==> config.mk <==
export PLATFORM = sky130hd
export DESIGN_NAME = mem_arbiter_flat
export DESIGN_NICKNAME = d
export VERILOG_FILES = /design/src/rtl/mem_arbiter_if.sv /design/src/rtl/mem_arbiter.sv /design/src/flat_wrapper.sv
export SDC_FILE = /design/constraint.sdc
export NUM_CORES = 1
export LEC_CHECK = 0
export ABC_AREA = 1
export BUFFER_PORTS_ARGS = -buffer_cell sky130_fd_sc_hd__buf_2
export CORE_MARGIN = 2
export CORE_UTILIZATION = 50
export CTS_BUF_LIST = sky130_fd_sc_hd__clkbuf_2 sky130_fd_sc_hd__clkbuf_4 sky130_fd_sc_hd__clkbuf_8
export CTS_CLUSTER_DIAMETER = 50
export DETAILED_ROUTE_END_ITERATION = 12
export MAX_ROUTING_LAYER = met4
export PLACE_DENSITY = 0.88
export RECOVER_POWER = 25
export SYNTH_ARGS = -nofsm -noshare
export SYNTH_HDL_FRONTEND = slang
export SYNTH_SLANG_ARGS = --single-unit
==> constraint.sdc <==
create_clock -name Clock -period 2.25 [get_ports Clock]
set_input_delay 0.225 -clock Clock [delete_from_list [all_inputs] [get_ports Clock]]
set_output_delay 0.225 -clock Clock [all_outputs]
set_load 0.02 [all_outputs]
==> src/rtl/mem_arbiter_if.sv <==
// Requester-side bundle of the wram arbiter: request/grant handshake, access
// attributes and read return for both masters.
interface mem_arbiter_if #(
  parameter int AW = 16,
  parameter int DW = 16
);
  logic          req0;
  logic          wr0;
  logic          lock0;
  logic [AW-1:0] addr0;
  logic [DW-1:0] wdata0;
  logic          gnt0;
  logic          rvalid0;
  logic [DW-1:0] rdata0;

  logic          req1;
  logic          wr1;
  logic          lock1;
  logic [AW-1:0] addr1;
  logic [DW-1:0] wdata1;
  logic          gnt1;
  logic          rvalid1;
  logic [DW-1:0] rdata1;

  modport master (
    output req0, wr0, lock0, addr0, wdata0,
    output req1, wr1, lock1, addr1, wdata1,
    input  gnt0, rvalid0, rdata0,
    input  gnt1, rvalid1, rdata1
  );

  modport slave (
    input  req0, wr0, lock0, addr0, wdata0,
    input  req1, wr1, lock1, addr1, wdata1,
    output gnt0, rvalid0, rdata0,
    output gnt1, rvalid1, rdata1
  );
endinterface

==> src/rtl/mem_arbiter.sv <==
// Two-master arbiter for the single-port wram: round-robin with bounded lock.
// Define MEM_ARB_FIXED_PRIO_EN to make master 0 always win contention in IDLE.
module mem_arbiter #(
  parameter int AW       = 16,
  parameter int DW       = 16,
  parameter int MAX_LOCK = 8
) (
  input  logic          Clock,
  input  logic          Reset,
  mem_arbiter_if.slave  bus,
  output logic [AW-1:0] mem_addr,
  output logic [DW-1:0] mem_data,
  output logic          mem_wren,
  input  logic [DW-1:0] mem_q
);

  typedef enum logic [1:0] {
    IDLE    = 2'd0,
    LOCKED0 = 2'd1,
    LOCKED1 = 2'd2
  } state_t;

  localparam logic [7:0] MAX_LOCK_C = 8'(MAX_LOCK);

  state_t        state, state_nxt;
  logic [7:0]    lock_cnt, lock_cnt_nxt;
  logic          idle_seen, idle_seen_nxt;
  logic          last_owner;
  logic [AW-1:0] addr_q;
  logic [DW-1:0] data_q;
  logic          rvalid0_q, rvalid1_q;
  logic          g0, g1;
  logic          own_req, own_lock;
  logic [7:0]    lock_cnt_inc;

  always_ff @(posedge Clock or posedge Reset) begin
    if (Reset) begin
      state      <= IDLE;
      lock_cnt   <= '0;
      idle_seen  <= 1'b0;
      last_owner <= 1'b1;
      addr_q     <= '0;
      data_q     <= '0;
      rvalid0_q  <= 1'b0;
      rvalid1_q  <= 1'b0;
    end else begin
      state     <= state_nxt;
      lock_cnt  <= lock_cnt_nxt;
      idle_seen <= idle_seen_nxt;
      rvalid0_q <= g0 & ~bus.wr0;
      rvalid1_q <= g1 & ~bus.wr1;
      if (g0 || g1) begin
        last_owner <= g1;
        addr_q     <= mem_addr;
        data_q     <= mem_data;
      end
    end
  end

  assign own_req      = (state == LOCKED1) ? bus.req1  : bus.req0;
  assign own_lock     = (state == LOCKED1) ? bus.lock1 : bus.lock0;
  assign lock_cnt_inc = lock_cnt + 8'd1;

  always_comb begin
    state_nxt     = state;
    lock_cnt_nxt  = lock_cnt;
    idle_seen_nxt = idle_seen;
    unique case (state)
      IDLE: begin
        lock_cnt_nxt  = '0;
        idle_seen_nxt = 1'b0;
        // A limit of one means the entry grant already exhausts the lock.
        if (MAX_LOCK_C > 8'd1) begin
          if (g0 && bus.lock0) begin
            state_nxt    = LOCKED0;
            lock_cnt_nxt = 8'd1;
          end else if (g1 && bus.lock1) begin
            state_nxt    = LOCKED1;
            lock_cnt_nxt = 8'd1;
          end
        end
      end
      LOCKED0, LOCKED1: begin
        lock_cnt_nxt  = lock_cnt_inc;
        idle_seen_nxt = ~own_req;
        if ((own_req && !own_lock) || (!own_req && idle_seen) ||
            (lock_cnt_inc >= MAX_LOCK_C)) begin
          state_nxt     = IDLE;
          lock_cnt_nxt  = '0;
          idle_seen_nxt = 1'b0;
        end
      end
      default: begin
        state_nxt     = IDLE;
        lock_cnt_nxt  = '0;
        idle_seen_nxt = 1'b0;
      end
    endcase
  end

  always_comb begin
    g0 = 1'b0;
    g1 = 1'b0;
    unique case (state)
      IDLE: begin
        if (bus.req0 && bus.req1) begin
`ifdef MEM_ARB_FIXED_PRIO_EN
          g0 = 1'b1;
`else
          g0 = last_owner;
          g1 = ~last_owner;
`endif
        end else begin
          g0 = bus.req0;
          g1 = bus.req1;
        end
      end
      LOCKED0: g0 = bus.req0;
      LOCKED1: g1 = bus.req1;
      default: begin
        g0 = 1'b0;
        g1 = 1'b0;
      end
    endcase
    if (Reset) begin
      g0 = 1'b0;
      g1 = 1'b0;
    end

    mem_addr = addr_q;
    mem_data = data_q;
    mem_wren = 1'b0;
    if (g0) begin
      mem_addr = bus.addr0;
      mem_data = bus.wdata0;
      mem_wren = bus.wr0;
    end else if (g1) begin
      mem_addr = bus.addr1;
      mem_data = bus.wdata1;
      mem_wren = bus.wr1;
    end
  end

  assign bus.gnt0    = g0;
  assign bus.gnt1    = g1;
  assign bus.rvalid0 = rvalid0_q;
  assign bus.rvalid1 = rvalid1_q;
  assign bus.rdata0  = mem_q;
  assign bus.rdata1  = mem_q;

endmodule

==> src/flat_wrapper.sv <==
// flat-port wrapper written by rule: the top's interface ports become plain ports
module mem_arbiter_flat 
#(
  parameter int AW       = 16,
  parameter int DW       = 16,
  parameter int MAX_LOCK = 8
)
  (Clock, Reset, mem_addr, mem_data, mem_wren, mem_q, bus_req0, bus_wr0, bus_lock0, bus_addr0, bus_wdata0, bus_req1, bus_wr1, bus_lock1, bus_addr1, bus_wdata1, bus_gnt0, bus_rvalid0, bus_rdata0, bus_gnt1, bus_rvalid1, bus_rdata1);
  mem_arbiter_if #(.AW(AW), .DW(DW)) bus_i ();
  input  logic Clock;
  input  logic Reset;
  output logic [AW-1:0] mem_addr;
  output logic [DW-1:0] mem_data;
  output logic mem_wren;
  input  logic [DW-1:0] mem_q;
  input wire logic [$bits(bus_i.req0)-1:0] bus_req0;
  input wire logic [$bits(bus_i.wr0)-1:0] bus_wr0;
  input wire logic [$bits(bus_i.lock0)-1:0] bus_lock0;
  input wire logic [$bits(bus_i.addr0)-1:0] bus_addr0;
  input wire logic [$bits(bus_i.wdata0)-1:0] bus_wdata0;
  input wire logic [$bits(bus_i.req1)-1:0] bus_req1;
  input wire logic [$bits(bus_i.wr1)-1:0] bus_wr1;
  input wire logic [$bits(bus_i.lock1)-1:0] bus_lock1;
  input wire logic [$bits(bus_i.addr1)-1:0] bus_addr1;
  input wire logic [$bits(bus_i.wdata1)-1:0] bus_wdata1;
  output wire logic [$bits(bus_i.gnt0)-1:0] bus_gnt0;
  output wire logic [$bits(bus_i.rvalid0)-1:0] bus_rvalid0;
  output wire logic [$bits(bus_i.rdata0)-1:0] bus_rdata0;
  output wire logic [$bits(bus_i.gnt1)-1:0] bus_gnt1;
  output wire logic [$bits(bus_i.rvalid1)-1:0] bus_rvalid1;
  output wire logic [$bits(bus_i.rdata1)-1:0] bus_rdata1;
  assign bus_i.req0 = bus_req0;
  assign bus_i.wr0 = bus_wr0;
  assign bus_i.lock0 = bus_lock0;
  assign bus_i.addr0 = bus_addr0;
  assign bus_i.wdata0 = bus_wdata0;
  assign bus_i.req1 = bus_req1;
  assign bus_i.wr1 = bus_wr1;
  assign bus_i.lock1 = bus_lock1;
  assign bus_i.addr1 = bus_addr1;
  assign bus_i.wdata1 = bus_wdata1;
  assign bus_gnt0 = bus_i.gnt0;
  assign bus_rvalid0 = bus_i.rvalid0;
  assign bus_rdata0 = bus_i.rdata0;
  assign bus_gnt1 = bus_i.gnt1;
  assign bus_rvalid1 = bus_i.rvalid1;
  assign bus_rdata1 = bus_i.rdata1;
  mem_arbiter #(.AW(AW), .DW(DW), .MAX_LOCK(MAX_LOCK)) u_core (.Clock(Clock), .Reset(Reset), .bus(bus_i), .mem_addr(mem_addr), .mem_data(mem_data), .mem_wren(mem_wren), .mem_q(mem_q));
endmodule
==> results.json <==
{
  "p_int_w": 0.00272,
  "synth_edf_count": 0,
  "fp.dieArea_um2": 6460,
  "status": "complete, no violations",
  "vdd.ir_drop.worst_mv": 0.769,
  "htreeDepth": 2,
  "power_frac_seq": 0.281,
  "synthArstFlopShare": 1.00,
  "firstDrtPassIters": 4,
  "vias": 2619,
  "p_sw_frac": 0.452,
  "area_growth_pct": 27.0,
  "synth.avg_cell_area_um2": 8.64,
  "drtIter0Drc": 159,
  "rows": 27,
  "dpl-instance-area_um2": 3260,
  "rsz0062_at_grt": "true",
  "antenna_found_initial": 0,
  "p_comb_frac": 0.597,
  "antennaDiodeCount": 0,
  "synth.most_common_cell": "nand3_1",
  "setup_viol": 0,
  "synth_area_leader_cell": "dfrtp_1",
  "drcViolationCount": 0,
  "critPathCaptureType": "output port",
  "hold_viol_final": 0,
  "clock_skew_ns": 0.00293,
  "synth_top_flop_cell": "dfrtp_1",
  "final_area_um2": 3710,
  "slew_violations": 0,
  "yosysTopAreaCellShare": 0.386,
  "fin_nets": 519,
  "fillerInstances": 439,
  "place.gp.congestion": 0.908,
  "portBuffers": 108,
  "multiInputGateArea_um2": 1460,
  "maxCapViolations": 0,
  "drive_gt1_frac": 0.445,
  "switchingPower_w": 0.00224,
  "finish.utilization": 0.665,
  "fp.dieW_um": 80.4,
  "grt_pass1_vias": 2419,
  "cts.clk_slew.worst_paths_ns": 0.08,
  "cts_buffers": 5,
  "power.density_nw_per_um2": 1340,
  "hold_path_class": "primary input to register",
  "synth_area_leaders": "dfrtp_1 (39%), nand3_1 (18%), nand2_4 (13%)",
  "syn_inst": 338,
  "yosysWarnings": 0,
  "clockRootBuffer": "clkbuf_8",
  "clk_path_buf_depth": 2,
  "ctsHoldBuffers": 0,
  "ys_seq_area_frac": 0.395,
  "path_max_fanout": 23,
  "die_h_um": 80.4,
  "crit_arrival_ns": 1.98,
  "crit_type": "register to output port",
  "yosysUniqueCellTypes": 25,
  "cts_tree": "done",
  "total_leakage_power_nw": 2.07,
  "seq_area_um2": 1150,
  "grt_overflow_total": 0,
  "fmax_mhz": 454,
  "clkLatencyLatePin_ns": 0.30,
  "netlist_area_um2": 2920,
  "io_pins": 157,
  "period_share": 0.979,
  "cts.sinks": 46,
  "grt_pass1_wl_mm": 10.7,
  "synth_common_cells": "nand3_1 (106), nand2_1 (64), dfrtp_1 (45), buf_4 (35), nand2_4 (33)",
  "critical_path_required_ns": 2.03,
  "finalWirelength_mm": 7.32,
  "whs_ns": 0.0811,
  "core_area_um2": 5570,
  "grt_max_degree": 48,
  "slew_headroom": 0.267,
  "ys_seq_elements": 46,
  "grt_usage": 0.219,
  "dp_hpwl_mm": 5.00,
  "period_needed_ns": 2.20,
  "power_frac_clock": 0.122,
  "ant_nets": 0,
  "wl_per_cell_um": 14.7,
  "vias_per_cell": 5.25,
  "start_kind": "register",
  "start_util": 0.524,
  "tightest_slew_ns": 1.10
}
==> repair_timing <==
item / 4_1_cts / 5_1_grt
setup buffers: 3 / 4
pin swaps: 0 / 6
gates cloned: 1 / 1
endpoints found under the setup margin: 33 / 33
gates resized for setup: 7 / 50
==> metal layers <==
layer  GRT usage  vias up  part of all wire
met5           -        -                 0
met4      0.0814        0             0.013
met3      0.0326       14             0.073
met2       0.405      129              0.53
met1       0.235     1232              0.39
li1            -     1244                 -
==> final cells by class <==
cell class,count,area share
clock buffers,5,0.0186
clock inverters,3,0.0121
inverters,18,0.0263
multi-input cells,234,0.392
flip-flops and latches,46,0.311
well taps,72,0.0243
repair buffers,121,0.216
==> registers in the layout, summed over array words and instances, names as in the netlist <==
name	cells
u_core.addr_q	16
u_core.data_q	16
u_core.lock_cnt	8
u_core.state	2
u_core.bus.rvalid0	1
u_core.bus.rvalid1	1
u_core.idle_seen	1
u_core.last_owner	1
==> per-stage QoR <==
stage / total power [W] / TNS [ns] / setup slack [ns] / instances
finish: 0.00495 / 0 / 0.0463 / 499
global route: 0.00527 / -0.496 / -0.0617 / 499
CTS: 0.00457 / 0 / 0.000699 / 494
detailed placement: 0.00381 / 0 / 0.211 / 482
global placement: 0.00373 / 0 / 0.296 / 482
floorplan: 0.00328 / 0 / 0.407 / 342
==> placed cells by master, fill, tap and decap left out <==
cell,n
clkbuf_8,5
clkinvlp_4,2
nand2_4,32
a21oi_1,1
clkinv_8,2
buf_12,2
dfstp_2,1
nor2_4,1
buf_2,95
or2_1,1
nand2_2,4
clkbuf_16,1
inv_2,3
o21ai_0,2
buf_4,7
nand2_8,3
bufinv_16,1
ha_2,1
inv_1,12
ha_4,1
nand3_4,1
conb_1,5
nor3_1,1
nand3_2,11
nand3b_1,1
nand3_1,94
dfrtp_1,45
buf_6,13
clkbuf_2,1
nor2_1,11
inv_6,1
nand2_1,61
ha_1,3
buf_16,2
==> power by group through the flow <==
stage | Combinational [W] | Sequential (W) | Clock (W)
final | 0.00295 | 0.00139 | 0.000606
after global routing | 0.00320 | 0.00142 | 0.000655
after CTS | 0.00257 | 0.00139 | 0.000612
after detailed placement | 0.00241 | 0.00141 | 0
after global placement | 0.00234 | 0.00138 | 0
after floorplan | 0.00190 | 0.00138 | 0
==> path summary, 6_finish.rpt <==
path	start	slack, ns	to	cells after the start
min in group asynchronous	Reset	0.40	u_core.addr_q[1]	3
min	bus_wr1	0.08	u_core.bus.rvalid1	2
max reg2reg	u_core.state[1]	0.61	u_core.data_q[3]	10
max in group asynchronous	Reset	1.19	u_core.state[1]	3
max	u_core.state[0]	0.05	mem_data[6]	9
min reg2reg	u_core.addr_q[15]	0.49	u_core.addr_q[15]	2
==> critical path, cell delays in order, from the launching register on <==
cell and delay (ns):
dfrtp_1 0.41, buf_4 0.15, ha_1 0.18, inv_1 0.08
nand2_4 0.08, nand2_8 0.12, buf_6 0.22, nand3_1 0.14
nand3_1 0.11, buf_2 0.17
==> cells by family (layout without fill, tap and decap cells) <==
logic type      count (synthesis)  after routing  synth area share
compound gates                  3              3           0.00514
fa+ha+maj                       5              5            0.0214
buf+inv                        62            147             0.150
flops                          46             46             0.395
other cells                     1              5           0.00128
simple gates                  221            221             0.427
No activity file was read; power rests on OpenSTA's default activity.
